**config.mk**
```make
export PLATFORM = sky130hd
export DESIGN_NAME = adder_seq_32bit
export DESIGN_NICKNAME = d
export VERILOG_FILES = /design/src/rtl/adder_seq_32bit.sv
export SDC_FILE = /design/constraint.sdc
export NUM_CORES = 1
export LEC_CHECK = 0
export CAP_MARGIN = 20
export CORE_ASPECT_RATIO = 1.4
export CORE_MARGIN = 5
export CORE_UTILIZATION = 54
export CTS_CLUSTER_SIZE = 25
export DETAILED_ROUTE_END_ITERATION = 10
export PLACE_DENSITY = 0.85
export SYNTH_ARGS = -nofsm -noshare
export SYNTH_HDL_FRONTEND = slang
export SYNTH_SLANG_ARGS = --single-unit
```
**constraint.sdc**
```tcl
create_clock -name clk -period 7.6 [get_ports clk]
set_input_delay 1.52 -clock clk [delete_from_list [all_inputs] [get_ports clk]]
set_output_delay 1.52 -clock clk [all_outputs]
set_load 0.1 [all_outputs]
```
**src/rtl/adder_seq_32bit.sv**
```systemverilog
// Sequential 32-bit adder, SLICE_W bits per cycle (LSB slice first); sum is valid N=32/SLICE_W cycles after the accept edge.
// Result and out_valid hold until out_ready; in_ready only in IDLE. Optional cout port under ADDER_SEQ_COUT_EN.
module adder_seq_32bit #(
   parameter int SLICE_W = 8
) (
   input  logic        clk,
   input  logic        rst_n,
   input  logic        in_valid,
   output logic        in_ready,
   input  logic [31:0] a,
   input  logic [31:0] b,
   output logic        out_valid,
   input  logic        out_ready,
   output logic [31:0] sum
`ifdef ADDER_SEQ_COUT_EN
   ,
   output logic        cout
`endif
);

   localparam int N      = 32 / SLICE_W;
   localparam int IDX_W  = (N > 1) ? $clog2(N) : 1;
   localparam int SL_LOG = $clog2(SLICE_W);

   typedef enum logic [1:0] {
      IDLE = 2'd0,
      CALC = 2'd1,
      DONE = 2'd2
   } state_t;

   state_t             r_state;
   logic [31:0]        r_a;
   logic [31:0]        r_b;
   logic [31:0]        r_sum;
   logic [IDX_W-1:0]   r_idx;
   logic               r_carry;
   logic               r_out_valid;
`ifdef ADDER_SEQ_COUT_EN
   logic               r_cout;
`endif

   logic [4:0]         w_off;
   logic [SLICE_W-1:0] w_a_sl;
   logic [SLICE_W-1:0] w_b_sl;
   logic [SLICE_W:0]   w_sl_sum;

   // Bit offset of the current slice: idx * SLICE_W, always fits in 5 bits.
   assign w_off    = {r_idx, {SL_LOG{1'b0}}};
   assign w_a_sl   = r_a[w_off +: SLICE_W];
   assign w_b_sl   = r_b[w_off +: SLICE_W];
   assign w_sl_sum = {1'b0, w_a_sl} + {1'b0, w_b_sl} + {{SLICE_W{1'b0}}, r_carry};

   assign in_ready  = (r_state == IDLE);
   assign out_valid = r_out_valid;
   assign sum       = r_sum;
`ifdef ADDER_SEQ_COUT_EN
   assign cout      = r_cout;
`endif

   always_ff @(posedge clk or negedge rst_n) begin
      if (!rst_n) begin
         r_state     <= IDLE;
         r_a         <= '0;
         r_b         <= '0;
         r_sum       <= '0;
         r_idx       <= '0;
         r_carry     <= 1'b0;
         r_out_valid <= 1'b0;
`ifdef ADDER_SEQ_COUT_EN
         r_cout      <= 1'b0;
`endif
      end else begin
         case (r_state)
            IDLE: begin
               if (in_valid) begin
                  r_a     <= a;
                  r_b     <= b;
                  r_idx   <= '0;
                  r_carry <= 1'b0;
                  r_state <= CALC;
               end
            end
            CALC: begin
               r_sum[w_off +: SLICE_W] <= w_sl_sum[SLICE_W-1:0];
               r_carry                 <= w_sl_sum[SLICE_W];
               r_idx                   <= r_idx + 1'b1;
               if (r_idx == IDX_W'(N - 1)) begin
                  r_state     <= DONE;
                  r_out_valid <= 1'b1;
`ifdef ADDER_SEQ_COUT_EN
                  r_cout      <= w_sl_sum[SLICE_W];
`endif
               end
            end
            DONE: begin
               // No accept on the handshake edge: IDLE must be visited first.
               if (out_ready) begin
                  r_out_valid <= 1'b0;
                  r_state     <= IDLE;
               end
            end
            default: begin
               r_state     <= IDLE;
               r_out_valid <= 1'b0;
            end
         endcase
      end
   end

endmodule

```
==> results.yml <==
synthesis:
  ys_ff_latch: 102
  syn_area_sq_um: 4620
  synthFlopType: "dfrtp_1"
  yosysSeqAreaShare: 0.552
  synth.most_common_cell: "dfrtp_1"
  synth_edf_count: 0
  synth_top_area_frac: 0.552
  synth_common_cells: "dfrtp_1, mux2_2, a22o_1"
  yosys_warnings: 0
  synth-async-reset-ratio: 1.00
  synth_area_leaders: "dfrtp_1, mux2_2, mux4_2"
  synth_cell_types: 39
  synth_top_area_cell: "dfrtp_1"
  syn_inst: 316
  syn_area_per_cell_sq_um: 14.6
  synthesis.nets: 399
cts:
  htree_levels: 3
  clk_path_buf_depth: 2
  clock_latency_ns: 0.34
  cts_hold_buf: 0
  cts_resized: 0
  clock-sinks: 102
  post_cts_buffers: 0
  cts-root-buf: "clkbuf_16"
  cts_buffers: 9
  cts_tree: "yes"
  clk_pin_slew_ns: 0.06
timing:
  worst_pin_slew_ns: 0.989
  final_max_slew_viol_count: 0
  fin_crit_ns: 3.61
  fin_setup_tns_ns: 0
  max-slew-margin-rel: 0.339
  fin_skew_ns: 0.00718
  setup_viol: 0
  fin_crit_sh: 0.474
  fin_hold_ws_ns: 0.484
  max_freq_mhz: 277
  rsz0062_at_grt: "false"
  hold_viol_final: 0
worst_setup_path:
  cp_slowest_cell: "clkdlybuf4s50_1"
  reg2regPathDepth: 7
  startpoint_type: "flop"
  worstPathArrival_ns: 2.09
  crit_end: "in_ready"
  cp-end-kind: "output port"
  r2r-end: "sum[4]"
  worstPathRequired_ns: 6.08
  critical_path_class: "reg -> out"
  r2r_start: "r_idx[1]"
  path_cells: "nor2_1 > clkdlybuf4s50_1"
  max_stage_delay_ns: 1.15
  startpoint: "r_state[0]"
  critPathMaxFanout: 7
  rrSetupSlack_ns: 4.32
global_routing:
  antenna_found_initial: 0
  grt_pass1_vias: 3263
  grt_overflow: 0
  grt_usage: 0.206
  grt_pass1_wl_microns: 16300
  grt_max_degree: 65
die:
  core_region_area_sq_um: 8460
  dieArea_sq_um: 10500
  ios: 102
  rows: 40
  die_x_microns: 88.2
  initial_core_util: 0.546
  fp.dieH_microns: 119
finish:
  drive_above_1_share: 0.243
  fin_area_sq_um: 6020
  antenna_cells: 0
  fin_nets: 501
  layout.cells.non_filler: 528
  area_delta_synth_final_pct: 30.3
hold_path:
  worstHoldPathType: "reg -> reg"
routing:
  vias: 2987
  finalWirelength_microns: 9830
  drt-pass1-iter-count: 4
  drc: 0
  drtIter0Drc: 130
  vias_per_cell: 5.66
  wl_per_cell_microns: 18.6
  ant_nets: 0
place:
  place_hpwl_microns: 7320
  dpl.cell_count: 512
  place_area_sq_um: 5700
  numPortBuffers: 101
  routabilityCongestion: 0.823
status:
  status: "finished, final reports clean"
flow_run:
  drv_cap: 0
-- worst max-delay path, delay by kind of cell, from the launching register on --
family / cells / cell delay, ns
flip-flops: 1 / 0.45
buffers and inverters: 1 / 1.15
AND/OR/NAND/NOR: 1 / 0.15
-- registers in the layout, indices dropped and copies added, names as in the netlist --
register,count
r_a,32
sum,32
r_idx,2
r_state,2
r_carry,1
r_b,32
out_valid,1
-- worst min path at each step --
stage                 start  endpoint  slack [ns]  cells past startpoint
floorplan           r_b[20]   r_b[20]        0.45                      1
global placement    r_b[24]   r_b[24]        0.46                      1
detailed placement  r_b[21]   r_b[21]        0.47                      1
CTS                 r_b[21]   r_b[21]        0.49                      1
global route         sum[7]    sum[7]        0.51                      2
finish              r_b[21]   r_b[21]        0.48                      1
-- placed cells by master (no fill, tap or decap), types with 5 or more instances in the layout --
cell type	n
clkdlybuf4s50_1	100
clkbuf_16	9
a21oi_1	5
a22o_1	25
o21ai_0	12
ha_1	13
mux2_2	58
nor2_1	11
dfrtp_1	102
mux4_2	16
mux2_1	6
inv_1	5
nand2_1	14
-- cell families (layout without fill, tap and decap cells) --
logic type,after synthesis,count (layout),share of synthesized area
AO/OA/AOI/OAI,52,52,0.0804
XOR/XNOR,5,5,0.00948
adder cells (fa/ha/maj),15,15,0.0439
buffers and inverters,18,125,0.0230
flip-flops,102,102,0.552
multiplexers,81,81,0.236
AND/OR/NAND/NOR,43,43,0.0547
-- per-stage QoR --
step                      setup slack (ns)   util
after global placement                4.30  0.674
after detailed placement              4.25  0.674
final                                 3.99  0.712
after global routing                  3.94  0.712
after floorplan                       4.32      -
after CTS                             3.97  0.712
-- routing by layer --
metal | GRT usage | vias to the layer above | wire length, microns
li1 | - | 1374 | -
met5 | 0 | - | 0
met2 | 0.366 | 79 | 5550
met4 | 0.0992 | 0 | 306
met1 | 0.227 | 1515 | 3550
met3 | 0.0408 | 19 | 425
-- area by class of cell --
cell class | count | area, sq um
clock buffer | 11 | 243
multi-input combinational | 196 | 1960
clock inverter | 5 | 82.6
fill | 572 | 2440
tap | 105 | 131
inverter | 5 | 18.8
sequential | 102 | 2550
timing repair buffer | 104 | 1030
Power is not shown: default switching activity piles up to over one toggle a cycle in this logic, so the estimate is an artifact.
